--- src/rtl/dma_2d_pkg.sv ---
// Shared types and constants for the 2D DMA burst-command generator.
// Holds the FSM state encoding, AXI field widths and beat-size helpers.
package dma_2d_pkg;

    typedef enum logic [1:0] {
        IDLE  = 2'd0,
        CALC  = 2'd1,
        ISSUE = 2'd2,
        DONE  = 2'd3
    } state_e;

    localparam int AXI_LEN_W = 8;

    localparam logic [1:0] AXI_BURST_FIXED = 2'b00;
    localparam logic [1:0] AXI_BURST_INCR  = 2'b01;

    function automatic int bytes_per_beat(input int data_width);
        return data_width / 8;
    endfunction

    // AXI AxSIZE encoding is log2 of the bytes per beat.
    function automatic logic [2:0] axi_size_code(input int data_width);
        return 3'($clog2(data_width / 8));
    endfunction

endpackage

--- src/rtl/dma_2d_burst_len_calc.sv ---
// Burst length selection: smallest of beats left in the line, the maximum
// AXI burst, and the beats that fit before the next address boundary.
module dma_2d_burst_len_calc
    import dma_2d_pkg::*;
#(
    parameter int ADDR_WIDTH    = 32,
    parameter int DATA_WIDTH    = 32,
    parameter int DIM_WIDTH     = 16,
    parameter int MAX_BURST_LEN = 16,
    parameter int BOUNDARY      = 4096
) (
    input  logic [DIM_WIDTH-1:0]  beats_left_i,
    input  logic [ADDR_WIDTH-1:0] cur_addr_i,
    output logic [AXI_LEN_W:0]    n_o
);

    localparam int BYTES    = bytes_per_beat(DATA_WIDTH);
    localparam int BYTE_LOG = $clog2(BYTES);
    localparam int BND_LOG  = $clog2(BOUNDARY);
    localparam int CW       = ((DIM_WIDTH > BND_LOG) ? DIM_WIDTH : BND_LOG) + 1;

    logic [CW-1:0] room_beats;
    logic [CW-1:0] beats_ext;
    logic [CW-1:0] max_ext;
    logic [CW-1:0] min_bl;
    logic [CW-1:0] min_all;
    logic [BND_LOG-1:0] bnd_off;
    logic unused_addr_hi;

    // Only the offset inside the current boundary window matters.
    assign bnd_off        = cur_addr_i[BND_LOG-1:0];
    assign unused_addr_hi = ^cur_addr_i[ADDR_WIDTH-1:BND_LOG];

    assign room_beats = CW'(BOUNDARY >> BYTE_LOG) - CW'(bnd_off >> BYTE_LOG);
    assign beats_ext  = CW'(beats_left_i);
    assign max_ext    = CW'(MAX_BURST_LEN);

    always_comb begin
        min_bl  = (beats_ext < max_ext) ? beats_ext : max_ext;
        min_all = (min_bl < room_beats) ? min_bl : room_beats;
        n_o     = (AXI_LEN_W + 1)'(min_all);
    end

endmodule

--- src/rtl/dma_2d_burst_gen.sv ---
// 2D burst-command generator: walks a frame descriptor line by line and
// emits AXI burst commands split at MAX_BURST_LEN and BOUNDARY crossings.
module dma_2d_burst_gen
    import dma_2d_pkg::*;
#(
    parameter int ADDR_WIDTH    = 32,
    parameter int DATA_WIDTH    = 32,
    parameter int DIM_WIDTH     = 16,
    parameter int MAX_BURST_LEN = 16,
    parameter int BOUNDARY      = 4096
) (
    input  logic                  aclk,
    input  logic                  areset,
    input  logic                  i_start,
    input  logic [ADDR_WIDTH-1:0] i_base_addr,
    input  logic [DIM_WIDTH-1:0]  i_width,
    input  logic [DIM_WIDTH-1:0]  i_height,
    input  logic [ADDR_WIDTH-1:0] i_stride,
    output logic                  o_busy,
    output logic                  o_done,
    output logic                  o_cmd_valid,
    input  logic                  i_cmd_ready,
    output logic [ADDR_WIDTH-1:0] o_cmd_addr,
    output logic [AXI_LEN_W-1:0]  o_cmd_len,
    output logic                  o_cmd_eol,
    output logic                  o_cmd_last
);

    localparam int BYTES    = bytes_per_beat(DATA_WIDTH);
    localparam int BYTE_LOG = $clog2(BYTES);
    localparam int NW       = AXI_LEN_W + 1;
    localparam int EW       = (DIM_WIDTH > NW) ? DIM_WIDTH : NW;

    state_e                state_q;
    logic [DIM_WIDTH-1:0]  width_q;
    logic [ADDR_WIDTH-1:0] stride_q;
    logic [ADDR_WIDTH-1:0] line_addr_q;
    logic [ADDR_WIDTH-1:0] cur_addr_q;
    logic [DIM_WIDTH-1:0]  beats_left_q;
    logic [DIM_WIDTH-1:0]  lines_left_q;
    logic [NW-1:0]         n_q;

    logic                  busy_q;
    logic                  done_q;
    logic                  valid_q;
    logic [ADDR_WIDTH-1:0] cmd_addr_q;
    logic [AXI_LEN_W-1:0]  cmd_len_q;
    logic                  cmd_eol_q;
    logic                  cmd_last_q;

    logic [NW-1:0]         n_d;
    logic                  eol_d;
    logic                  last_d;
    logic [ADDR_WIDTH-1:0] next_line_addr_d;
    logic [ADDR_WIDTH-1:0] next_cur_addr_d;

    dma_2d_burst_len_calc #(
        .ADDR_WIDTH    (ADDR_WIDTH),
        .DATA_WIDTH    (DATA_WIDTH),
        .DIM_WIDTH     (DIM_WIDTH),
        .MAX_BURST_LEN (MAX_BURST_LEN),
        .BOUNDARY      (BOUNDARY)
    ) u_len_calc (
        .beats_left_i (beats_left_q),
        .cur_addr_i   (cur_addr_q),
        .n_o          (n_d)
    );

    assign eol_d            = (EW'(n_d) == EW'(beats_left_q));
    assign last_d           = eol_d && (lines_left_q == DIM_WIDTH'(1));
    assign next_line_addr_d = line_addr_q + stride_q;
    assign next_cur_addr_d  = cur_addr_q + (ADDR_WIDTH'(n_q) << BYTE_LOG);

    always_ff @(posedge aclk) begin
        if (areset) begin
            state_q      <= IDLE;
            width_q      <= '0;
            stride_q     <= '0;
            line_addr_q  <= '0;
            cur_addr_q   <= '0;
            beats_left_q <= '0;
            lines_left_q <= '0;
            n_q          <= '0;
            busy_q       <= 1'b0;
            done_q       <= 1'b0;
            valid_q      <= 1'b0;
            cmd_addr_q   <= '0;
            cmd_len_q    <= '0;
            cmd_eol_q    <= 1'b0;
            cmd_last_q   <= 1'b0;
        end else begin
            done_q <= 1'b0;
            case (state_q)
                IDLE: begin
                    if (i_start) begin
                        width_q      <= i_width;
                        stride_q     <= i_stride;
                        line_addr_q  <= i_base_addr;
                        cur_addr_q   <= i_base_addr;
                        beats_left_q <= i_width;
                        lines_left_q <= i_height;
                        busy_q       <= 1'b1;
                        // An empty frame still reports completion, just without commands.
                        if ((i_width == '0) || (i_height == '0)) begin
                            state_q <= DONE;
                            done_q  <= 1'b1;
                        end else begin
                            state_q <= CALC;
                        end
                    end
                end
                CALC: begin
                    n_q        <= n_d;
                    cmd_addr_q <= cur_addr_q;
                    cmd_len_q  <= AXI_LEN_W'(n_d - NW'(1));
                    cmd_eol_q  <= eol_d;
                    cmd_last_q <= last_d;
                    valid_q    <= 1'b1;
                    state_q    <= ISSUE;
                end
                ISSUE: begin
                    if (i_cmd_ready) begin
                        valid_q <= 1'b0;
                        if (!cmd_eol_q) begin
                            cur_addr_q   <= next_cur_addr_d;
                            beats_left_q <= beats_left_q - DIM_WIDTH'(n_q);
                            state_q      <= CALC;
                        end else if (!cmd_last_q) begin
                            line_addr_q  <= next_line_addr_d;
                            cur_addr_q   <= next_line_addr_d;
                            beats_left_q <= width_q;
                            lines_left_q <= lines_left_q - DIM_WIDTH'(1);
                            state_q      <= CALC;
                        end else begin
                            done_q  <= 1'b1;
                            state_q <= DONE;
                        end
                    end
                end
                DONE: begin
                    busy_q  <= 1'b0;
                    state_q <= IDLE;
                end
                default: begin
                    busy_q  <= 1'b0;
                    valid_q <= 1'b0;
                    state_q <= IDLE;
                end
            endcase
        end
    end

    assign o_busy      = busy_q;
    assign o_done      = done_q;
    assign o_cmd_valid = valid_q;
    assign o_cmd_addr  = cmd_addr_q;
    assign o_cmd_len   = cmd_len_q;
    assign o_cmd_eol   = cmd_eol_q;
    assign o_cmd_last  = cmd_last_q;

endmodule

--- config.mk ---
export PLATFORM = sky130hd
export DESIGN_NAME = dma_2d_burst_gen
export DESIGN_NICKNAME = d
export VERILOG_FILES = /design/src/rtl/dma_2d_pkg.sv /design/src/rtl/dma_2d_burst_len_calc.sv /design/src/rtl/dma_2d_burst_gen.sv
export SDC_FILE = /design/constraint.sdc
export NUM_CORES = 1
export LEC_CHECK = 0
export BUFFER_PORTS_ARGS = -buffer_cell sky130_fd_sc_hd__buf_2
export CORE_ASPECT_RATIO = 0.9
export CORE_MARGIN = 2
export CORE_UTILIZATION = 35
export DETAILED_ROUTE_END_ITERATION = 16
export GPL_ROUTABILITY_DRIVEN = 0
export HOLD_SLACK_MARGIN = 0.08
export SYNTH_ARGS = -nofsm -noshare
export SYNTH_HDL_FRONTEND = slang
export SYNTH_SLANG_ARGS = --single-unit
--- constraint.sdc ---
create_clock -name aclk -period 9.3 [get_ports aclk]
set_input_delay 0.465 -clock aclk [delete_from_list [all_inputs] [get_ports aclk]]
set_output_delay 0.465 -clock aclk [all_outputs]
set_load 0.02 [all_outputs]
==> Yosys cells after proc, flatten, opt, wreduce, memory -nomap -nowiden <==
Index checks and enable logic that the tools add are counted.
{ "totals": {"reg_bits": 200, "input_bits": 100} }
{ "classes": {"n_addsub": 6, "magnitude_cmp": 2, "eq_ne": 10, "n_mux": 36, "reduce_logical": 14} }
{ "op_table": {"columns": ["cell", "n"], "rows": [
  ["$mux W32", 6],
  ["$mux W16", 9],
  ["$pmux W32 S2", 2],
  ["$pmux W16 S2", 2],
  ["$add A32 B11 Y32", 1],
  ["$add A32 B32 Y32", 1],
  ["$logic_not A16 Y1", 2],
  ["$lt A16 B17 Y1", 1],
  ["$eq A16 B1 Y1 const B", 1],
  ["$eq A9 B16 Y1", 1],
  ["$lt A16 B5 Y1 const B", 1],
  ["$sub A16 B1 Y16 const B", 1],
  ["$sub A16 B9 Y16", 1],
  ["$sub A11 B10 Y12 const A", 1],
  ["$mux W2", 5],
  ["$mux W9", 1],
  ["$ne A2 B2 Y1 const B", 4],
  ["$pmux W2 S4", 1],
  ["$reduce_and A2 Y1", 4],
  ["$sub A8 B1 Y8 const B", 1],
  ["$mux W1", 7],
  ["$pmux W1 S2", 3],
  ["$reduce_bool A2 Y1", 3],
  ["$reduce_and A5 Y1", 1],
  ["other kinds (7)", 8]
]} }

==> Depth between registers and ports, before layout <==
Gate-level depths: netlist (run 1).
{ "depth": {"ltp_word": 6, "depth_mapped": 19} }

==> Modules after synthesis <==
Synthesis (run 1) repeated with hierarchy kept, for this count alone.
{ "unflattened": {"cells_unflattened": 1658, "hier_area_um2": 12324.3} }
{ "modules_own_cells": {"columns": ["module", "instances", "cells_each", "area_each_um2", "seq_area_each_um2"], "rows": [
  ["dma_2d_burst_gen", 1, 1581, 11781.3, 4003.8],
  ["dma_2d_burst_len_calc", 1, 77, 543.0, 0.0]
]} }

==> Least setup slack after synthesis (run 1) <==
No wires, ideal clock.
{ "synth_timing": {"path_type": "register to register", "startpoint": "reg beats_left_q[10]", "endpoint": "reg cmd_len_q[6] (netlist: o_cmd_len[6])", "setup_time_ns": 0.079, "t_arrival_ns": 4.510, "path_slack_ns": 4.711, "path_stages_with_launch": 20, "synth_period_minus_slack_ns": 4.589, "path_cell_list": "dfxtp_1 -> or4_4 -> or2_4 -> nor4_4 -> nand2_1 -> inv_1 -> ha_1 -> a21o_1 -> a21oi_1 -> o21a_1 -> o31ai_1 -> a311oi_4 -> clkbuf_1 -> nor2_1 -> a31oi_1 -> ha_1 -> or4b_1 -> a21oi_2 -> xnor2_1 -> a211oi_2"} }
{ "synth_between": {"elab_chain_len": 5} }
{ "synth_lines": {"columns": ["element", "line_no", "rtl"], "rows": [
  ["from (decl)", "dma_2d_burst_gen.sv:39", "logic [DIM_WIDTH-1:0] beats_left_q;"],
  ["from (signal assigned)", "dma_2d_burst_gen.sv:100", "beats_left_q <= i_width;"],
  ["from (signal assigned)", "dma_2d_burst_gen.sv:126", "beats_left_q <= beats_left_q - DIM_WIDTH'(n_q);"],
  ["from (signal assigned)", "dma_2d_burst_gen.sv:131", "beats_left_q <= width_q;"],
  ["$lt A16 B5 Y1", "dma_2d_burst_len_calc.sv:39", "min_bl = (beats_ext < max_ext) ? beats_ext : max_ext;"],
  ["$mux W16 (*)", "dma_2d_burst_len_calc.sv:39", null],
  ["$lt A16 B17 Y1", "dma_2d_burst_len_calc.sv:40", "min_all = (min_bl < room_beats) ? min_bl : room_beats;"],
  ["$mux W9 (*)", "dma_2d_burst_len_calc.sv:40", null],
  ["$sub A8 B1 Y8 (*)", "dma_2d_burst_gen.sv:115", "cmd_len_q <= AXI_LEN_W'(n_d - NW'(1));"],
  ["to (signal assigned)", "dma_2d_burst_gen.sv:115", null],
  ["to (decl)", "dma_2d_burst_gen.sv:47", "logic [AXI_LEN_W-1:0] cmd_len_q;"]
]} }
Every way passes the cells marked *; elsewhere a longest branch is shown, timed or not.
A chain may end at the register's enable or synchronous reset.

==> Worst setup path after layout (run 1) <==
Same ends and word-level chain as after synthesis.

==> impl_metrics.py, run 1 <==
metrics = {
    "status": {
        "run_status": "completed",
    },
    "setup_path": {
        "endpoint_kind": "flop",
        "path_class": "reg -> reg",
        "cp_max_fo": 27,
        "r2r_slack_ns": 4.02,
        "critPathArrivalTime_ns": 5.57,
        "crit_path_start_kind": "flop",
        "required_ns": 9.59,
    },
    "synthesis": {
        "synth_top_area_share_pct": 33.3,
        "syn_area_per_cell_um2": 7.39,
        "ys.flop_type": "dfxtp_1",
        "yosysTopAreaCell": "dfxtp_1",
        "yosys-top-cells-area": "dfxtp_1 (33%), nand2_1 (9.7%), a21oi_1 (8.4%)",
        "yosysMostFrequentCell": "nand2_1",
        "synth_area_um2": 12000,
        "synth_edf_count": 0,
        "synthesis.instances": 1628,
        "ys_seq_elements": 200,
        "synth_cell_type_count": 74,
        "ys_seq_area_share_pct": 33.3,
        "ys_warn_count": 0,
        "synth_commonest_cells": "nand2_1 (312), a21oi_1 (203), dfxtp_1 (200)",
        "postSynth.asyncResetShare_pct": 0,
    },
    "sta": {
        "drv_slew": 0,
        "hold_viol": 0,
        "fin_ws_ns": 4.02,
        "fin_crit_sh_pct": 56.8,
        "tns_ns": 0,
        "skew_ns": 0.0136,
        "slew_headroom_pct": 14.8,
        "rsz0062_at_grt": "false",
        "finalSetupViolations": 0,
        "tightestPinTransition_ns": 1.27,
        "min_period_ns": 5.28,
        "fmax_mhz": 189,
    },
    "cells_and_area": {
        "drive_gt1_share_pct": 12.3,
        "fin_cells": 2183,
        "diodes": 0,
        "area_growth_pct": 14.1,
        "n_fill_cell": 3592,
        "nets": 1874,
    },
    "grt": {
        "grt_pass1_vias": 11300,
        "grt_max_degree": 109,
        "antenna_found_initial": 1,
        "grt_overflow": 0,
        "grt_pass1_wl_mm": 60.6,
        "grt_use_total_pct": 21.2,
    },
    "placed_design": {
        "placedCellCount": 2151,
        "port_buffers": 144,
        "dpl.hpwl_mm": 27.7,
        "pre_cts_slack_ns": 4.04,
    },
    "job": {
        "maxCapViolations": 0,
    },
    "floorplanning": {
        "die_h_um": 180,
        "design.core.area_um2": 34000,
        "initial_core_util_pct": 35.4,
        "num_io_pins": 145,
        "die_w_um": 199,
        "die_area_um2": 35900,
        "core.rowCount": 64,
    },
    "cts": {
        "cts_max_level": 4,
        "root_buffer": "clkbuf_16",
        "clk_latency_ns": 0.45,
        "cts_setup_buffers": 0,
        "clock_path_buffers": 2,
        "numClockSinks": 200,
        "cts_hold_buffers": 0,
        "cts_resized": 0,
        "numCtsBuffers": 17,
        "cts_tree": "done",
        "clkSlewWorstSetupHoldPaths_ns": 0.09,
    },
    "detailed_routing": {
        "first_iter_violations": 796,
        "viasPerCell": 5.50,
        "route.vias.total": 12000,
        "first_pass_iters": 5,
        "ant_nets": 0,
        "drc": 0,
        "post_drt_wl_per_cell_um": 17.5,
        "wl_mm": 38.1,
    },
    "power_and_ir_drop": {
        "vdd_drop_max_uv": 130,
        "p_per_area_nw_per_um2": 180,
        "leakage_nw": 5.53,
    },
    "min_path": {
        "hp-class": "in -> reg",
    },
}
## flip-flops by register name, indices dropped and copies added, names as in the netlist
signal and count:
beats_left_q 16, cur_addr_q 32, line_addr_q 32, lines_left_q 16, n_q 9, o_busy 1, o_cmd_addr 32, o_cmd_eol 1
o_cmd_last 1, o_cmd_len 8, o_cmd_valid 1, o_done 1, state_q 2, stride_q 32, width_q 16
## per-layer routing
layer | wire length, um | vias to the layer above | track usage [%]
met1 | 17300 | 5706 | 28.1
met5 | 14 | - | 0
li1 | - | 5964 | -
met3 | 1860 | 36 | 2.81
met4 | 558 | 2 | 5.60
met2 | 18300 | 309 | 36.0
## cell families (layout without fill, tap and decap cells)
logic type	count (synthesis)	after routing	share of synthesized area, %
and+or+nand+nor	655	655	24.0
AOI/OAI and AO/OA	493	493	25.8
DFF	200	200	33.3
buffers and inverters	139	227	4.34
adders and majority gates	66	66	7.05
xor gates and xnor gates	65	65	4.73
muxes	9	9	0.759
other	1	6	0.0312
## stage by stage
step           power [mW]  area (um^2)  utilization (%)  hold slack [ns]
5_1_grt              2.60        13700             40.4            0.239
4_1_cts              2.48        13700             40.4            0.229
2_1_floorplan        1.48        12000                -            0.432
3_5_place_dp         1.67        13100             38.6            0.441
3_3_place_gp         1.66        13100             38.6            0.441
6_report             2.47        13700             40.4            0.242
## worst paths after layout
path	depth (start not counted)	from	end
setup reg to reg	18	beats_left_q[10]	o_cmd_len[6]
hold / removal	3	i_stride[2]	stride_q[2]
hold reg to reg	2	o_cmd_len[7]	o_cmd_len[7]
setup / recovery	18	beats_left_q[10]	o_cmd_len[6]
## cell usage in the layout (no fill, tap or decap), types with 17 or more instances in the layout
| cell | Yosys | final |
|---|---|---|
| o21ai_0 | 58 | 57 |
| xor2_1 | 31 | 31 |
| nor2_1 | 155 | 154 |
| inv_1 | 39 | 39 |
| nor3_1 | 43 | 43 |
| clkbuf_16 | 0 | 17 |
| o211ai_1 | 21 | 21 |
| xnor2_1 | 34 | 34 |
| buf_2 | 0 | 143 |
| a21oi_1 | 203 | 202 |
| a311oi_1 | 18 | 18 |
| a211oi_1 | 49 | 49 |
| nand3_1 | 37 | 37 |
| a31oi_1 | 18 | 18 |
| dfxtp_1 | 200 | 199 |
| ha_1 | 63 | 63 |
| nand2_1 | 312 | 310 |
| a21o_1 | 20 | 20 |
## power by group
group | internal, mW | switching (mW) | total [mW] | leakage, nW
sequential | 0.925 | 0.0686 | 0.994 | 1.64
combinational | 0.246 | 0.421 | 0.667 | 3.58
clock | 0.419 | 0.386 | 0.805 | 0.303
## critical path: stages, from the launching register on
cell and delay [ns]:
dfxtp_1 0.37, or4_4 0.56, or2_4 0.27, nor4_4 0.45, nand2_1 0.15, inv_1 0.08
ha_1 0.24, a21o_1 0.17, a21oi_1 0.15, o21a_1 0.12, o31ai_1 0.12, a311oi_4 0.89
nor2_1 0.09, a31oi_1 0.27, ha_1 0.31, or4b_1 0.47, a21oi_2 0.16, xnor2_1 0.15
a211oi_2 0.09
## cell type report
cell class              instances  area, um^2  area share, %
well taps                     462         578           4.21
flip-flops and latches        200        4010           29.2
clock inverters                14         181           1.32
repair buffers                154         802           5.85
inverters                      41         154           1.12
multi-input cells            1294        7560           55.1
clock buffers                  18         439           3.20
(Power assumes the default switching activity.)
==> inputs of run 2 (changes only) <==
Clock period 9.3 ns to 4.6 ns, I/O delays scaled along.
==> impl_metrics.py, run 2 (synthesized netlist as in run 1, its figures left out) <==
metrics = {
    "grt": {
        "grt_pass1_vias": 11600,
        "grt_use_total_pct": 21.5,
        "antenna_found_initial": 1,
        "grt_overflow": 0,
        "grt_max_degree": 125,
        "grt_pass1_wl_mm": 61.5,
    },
    "setup_path": {
        "slowest_delay_ns": 0.54,
        "slowest_stage": "or4_4",
        "path_class": "reg -> reg",
        "cp_max_fo": 4,
        "path_cells": "or4_4 -> or2_4 -> nor4_4 -> buf_4 -> nand2_2 -> inv_2 -> ha_1 -> a21o_1 -> a21oi_2 -> o21a_1 -> o31ai_2 -> buf_4 -> a311oi_4 -> mux2i_1 -> ha_2 -> or4b_4 -> a21oi_2 -> xnor2_1 -> a211oi_2",
        "crit_path_start_kind": "flop",
        "endpoint_kind": "flop",
        "critPathArrivalTime_ns": 4.81,
        "required_ns": 4.90,
    },
    "sta": {
        "fin_crit_sh_pct": 98.2,
        "slew_headroom_pct": 25.7,
        "min_period_ns": 4.52,
        "drv_slew": 0,
        "hold_slack_ns": 0.104,
        "tightestPinTransition_ns": 1.11,
        "hold_viol": 0,
        "fin_ws_ns": 0.0843,
        "fmax_mhz": 221,
        "tns_ns": 0,
        "skew_ns": 0.0135,
        "finalSetupViolations": 0,
    },
    "floorplanning": {
        "design.core.area_um2": 34000,
        "die_w_um": 199,
        "initial_core_util_pct": 35.4,
        "core.rowCount": 64,
        "num_io_pins": 145,
        "die_area_um2": 35900,
        "die_h_um": 180,
    },
    "power_and_ir_drop": {
        "leakage_nw": 5.86,
        "p_clk_share_pct": 31.0,
        "intPower_mw": 3.20,
        "p_per_area_nw_per_um2": 350,
        "vdd_drop_max_uv": 273,
        "switching_share_pct": 36.6,
        "pwr-share-seq_pct": 39.8,
        "combPwrFrac_pct": 29.1,
        "switchingPower_mw": 1.85,
    },
    "cells_and_area": {
        "stdcell_area_um2": 14400,
        "area_growth_pct": 20.0,
        "final_common_cell": "nand2_1",
        "n_fill_cell": 3529,
        "nets": 1951,
        "final_cell_mix": "nand2_1 (309), a21oi_1 (201), dfxtp_1 (198)",
        "drive_gt1_share_pct": 13.7,
    },
    "job": {
        "maxCapViolations": 0,
    },
    "cts": {
        "cts_tree": "done",
        "numClockSinks": 200,
        "numCtsBuffers": 17,
        "clk_latency_ns": 0.45,
        "cts_max_level": 4,
        "clock_path_buffers": 2,
        "root_buffer": "clkbuf_16",
        "clkSlewWorstSetupHoldPaths_ns": 0.09,
    },
    "detailed_routing": {
        "drc": 0,
        "first_pass_iters": 5,
        "viasPerCell": 5.49,
        "post_drt_wl_per_cell_um": 17.2,
        "wl_mm": 38.8,
        "first_iter_violations": 831,
        "route.vias.total": 12400,
        "ant_nets": 0,
    },
    "placed_design": {
        "port_buffers": 144,
        "dpl-instance-area_um2": 13200,
        "pre_cts_slack_ns": 0.114,
        "dpl.hpwl_mm": 28.1,
    },
    "min_path": {
        "hp-class": "in -> reg",
    },
    "status": {
        "run_status": "completed",
    },
}
[run 2: cell count changes in the layout (fill, tap and decap cells not counted), sizes merged]
| cell | before | now |
|---|---|---|
| dlygate4sd3 | 0 | 51 |
| buf | 154 | 180 |
| inv | 49 | 52 |
| bufinv | 2 | 0 |
| clkbuf | 18 | 17 |
| clkinv | 3 | 4 |
| clkinvlp | 1 | 0 |
| diode | 0 | 1 |
[run 2: through the flow]
stage               utilization [%]  total power [mW]  cells
floorplan                         -              2.99   1633
global placement               39.0              3.41   2170
detailed placement             39.0              3.43   2170
CTS                            42.3              5.03   2253
global route                   42.5              5.33   2260
finish                         42.5              5.05   2261
[run 2: cell type report]
cell class	instances	area [um^2]	share of cell area, %
Inverter	41	154	1.07
Sequential cell	200	4010	27.8
Tap cell	462	578	4.00
Antenna cell	1	2.50	0.0173
Multi-Input combinational cell	1294	7590	52.6
Timing Repair Buffer	231	1510	10.4
Clock buffer	17	425	2.95
Clock inverter	15	171	1.19
[run 2: per-layer routing]
metal | global-route usage [%] | wire (um) | part of all wire (%) | vias up
li1 | - | - | - | 6110
met1 | 28.5 | 17300 | 45 | 5851
met2 | 35.6 | 18100 | 47 | 388
met3 | 2.72 | 2230 | 5.7 | 71
met4 | 7.79 | 1210 | 3.1 | 0
met5 | 0 | 0 | 0 | -
[run 2: worst max-delay path: cells and delay by family (launching register included)]
| family | cells | cell delay [ns] |
|---|---|---|
| XOR/XNOR | 1 | 0.15 |
| flip-flops | 1 | 0.36 |
| adder cells (fa/ha/maj) | 2 | 0.48 |
| AO/OA/AOI/OAI | 7 | 1.10 |
| multiplexers | 1 | 0.31 |
| AND/OR/NAND/NOR | 5 | 1.56 |
| buffers and inverters | 3 | 0.40 |
[run 2: worst paths after layout]
kind               startpoint  slack, ns  cells past startpoint         endpoint
max          beats_left_q[10]       0.08                     19     o_cmd_len[6]
min           i_base_addr[30]       0.10                      3  line_addr_q[30]
max reg2reg  beats_left_q[10]       0.08                     19     o_cmd_len[6]
min reg2reg    o_cmd_addr[27]       0.45                      2   o_cmd_addr[27]
[run 2: repair_timing]
action / in CTS / in global routing
gates resized for setup: 0 / 10
hold endpoints to repair: 51 / 0
setup endpoints to repair: 0 / 2
buffers inserted: 0 / 7
hold buffers: 51 / 0
[run 2: power by group through the flow]
stage                     logic, mW  registers (mW)  clock network (mW)
after floorplan               0.971            2.02                   0
after global placement         1.37            2.04                   0
after detailed placement       1.38            2.05                   0
after CTS                      1.43            2.01                1.59
after global routing           1.63            2.03                1.66
final                          1.47            2.01                1.57
==> inputs of run 3 (changes only) <==
Settings changed: CTS_BUF_LIST from default to sky130_fd_sc_hd__clkbuf_4, PLACE_DENSITY_LB_ADDON from default to 0.08.
==> impl_metrics.py, run 3 (synthesized netlist as in run 1, its figures left out) <==
metrics = {
    "detailed_routing": {
        "route.vias.total": 12300,
        "first_iter_violations": 694,
        "post_drt_wl_per_cell_um": 17.7,
        "wl_mm": 40.8,
        "ant_nets": 0,
        "first_pass_iters": 5,
        "viasPerCell": 5.33,
        "drc": 0,
    },
    "sta": {
        "drv_slew": 0,
        "finalSetupViolations": 0,
        "min_period_ns": 4.42,
        "hold_slack_ns": 0.138,
        "tightestPinTransition_ns": 1.18,
        "fin_crit_sh_pct": 96.2,
        "fmax_mhz": 226,
        "slew_headroom_pct": 21.4,
        "skew_ns": 0.0298,
        "hold_viol": 0,
    },
    "grt": {
        "antenna_found_initial": 1,
        "grt_pass1_vias": 11900,
        "grt_use_total_pct": 22.7,
        "grt_pass1_wl_mm": 64.3,
        "grt_max_degree": 105,
        "grt_overflow": 0,
    },
    "cells_and_area": {
        "drive_gt1_share_pct": 12.9,
        "final_common_cell": "nand2_1",
        "nets": 1993,
        "seqCellArea_um2": 4010,
        "final_cell_mix": "nand2_1 (310), a21oi_1 (202), dfxtp_1 (198)",
        "area_growth_pct": 20.8,
        "utilization_pct": 42.8,
        "n_fill_cell": 3624,
        "multi_input_area_um2": 7570,
        "stdcell_area_um2": 14500,
    },
    "setup_path": {
        "path_cells": "or4_4 -> or2_4 -> nor4_4 -> buf_6 -> nand2_1 -> inv_1 -> ha_1 -> a21o_1 -> a21oi_1 -> o21a_1 -> o31ai_2 -> a311oi_4 -> nor2_1 -> a31oi_2 -> ha_2 -> or4b_1 -> a21oi_2 -> xnor2_1 -> a211oi_2",
        "slowest_stage": "or4_4",
        "crit_path_start_kind": "flop",
        "required_ns": 5.10,
        "critPathArrivalTime_ns": 4.92,
        "slowest_delay_ns": 0.52,
        "cp_max_fo": 6,
        "worst-path-stages": 19,
        "critical-path-top-delay-family": "simple AND/OR/NAND/NOR gates",
        "endpoint_kind": "flop",
        "cp_num_buf_inv": 2,
        "r2r_cells": 19,
        "path_class": "reg -> reg",
    },
    "floorplanning": {
        "initial_core_util_pct": 35.4,
        "core.rowCount": 64,
        "design.core.area_um2": 34000,
        "num_io_pins": 145,
        "die_w_um": 199,
        "die_area_um2": 35900,
        "die_h_um": 180,
    },
    "power_and_ir_drop": {
        "vdd_drop_max_uv": 149,
        "p_per_area_nw_per_um2": 306,
        "leakage_nw": 5.89,
    },
    "placed_design": {
        "dpl.hpwl_mm": 29.4,
        "dpl-instance-area_um2": 13300,
        "port_buffers": 144,
    },
    "cts": {
        "clk_latency_ns": 0.63,
        "clock_path_buffers": 2,
        "root_buffer": "clkbuf_4",
        "numCtsBuffers": 17,
        "cts_max_level": 4,
        "clkSlewWorstSetupHoldPaths_ns": 0.19,
        "cts_tree": "done",
        "numClockSinks": 200,
    },
    "status": {
        "run_status": "completed",
    },
    "min_path": {
        "hold_path_depth": 5,
        "hp-class": "in -> reg",
    },
    "job": {
        "maxCapViolations": 0,
    },
}
[run 3: per-layer routing]
layer,wire length (um),track usage [%],part of all wire (%)
met1,19000,29.9,47
met2,19400,38.6,47
met3,1660,3.49,4.1
met4,769,6.10,1.9
met5,0,0,0
[run 3: repair_timing]
action | in CTS | in global routing
setup buffers | 0 | 3
gates resized for setup | 0 | 5
hold buffers | 96 | 0
endpoints found under the hold margin | 136 | 0
setup endpoints to repair | 0 | 2
[run 3: final cells by class]
type                            count  area share (%)
Clock buffer                       17           0.879
Clock inverter                     15           0.913
Timing Repair Buffer              273            13.4
Sequential cell                   200            27.6
Inverter                           41            1.06
Multi-Input combinational cell   1294            52.1
Tap cell                          462            3.98
Antenna cell                        1          0.0172
[run 3: where the power goes]
part | internal [mW] | switching (mW)
logic | 0.597 | 0.885
registers | 1.87 | 0.138
clock network | 0.236 | 0.710
total | 2.71 | 1.73
[run 3: path summary, 6_finish.rpt]
kind	start	to	slack, ns
worst max-delay path	beats_left_q[11]	o_cmd_len[6]	0.18
worst min-delay path	i_base_addr[8]	line_addr_q[8]	0.14
worst max register to register	beats_left_q[11]	o_cmd_len[6]	0.18
worst min register to register	o_cmd_addr[30]	o_cmd_addr[30]	0.46
[run 3: stage by stage]
step / TNS (ns) / power [mW] / std cells / worst slack (ns)
after global routing: -0.0306 / 4.74 / 2303 / -0.0306
after floorplan: 0 / 2.99 / 1633 / 0.0108
after CTS: 0 / 4.47 / 2299 / 0.0971
final: 0 / 4.44 / 2303 / 0.177
after global placement: 0 / 3.44 / 2171 / 0.231
after detailed placement: 0 / 3.44 / 2171 / 0.116
[run 3: worst reg2reg max path, delay by kind of cell, from the launching register on]
| kind | cells | cell delay [ns] |
|---|---|---|
| simple gates | 6 | 1.64 |
| compound gates | 8 | 1.43 |
| fa+ha+maj | 2 | 0.46 |
| flops | 1 | 0.38 |
| buf+inv | 2 | 0.23 |
| xor+xnor | 1 | 0.14 |
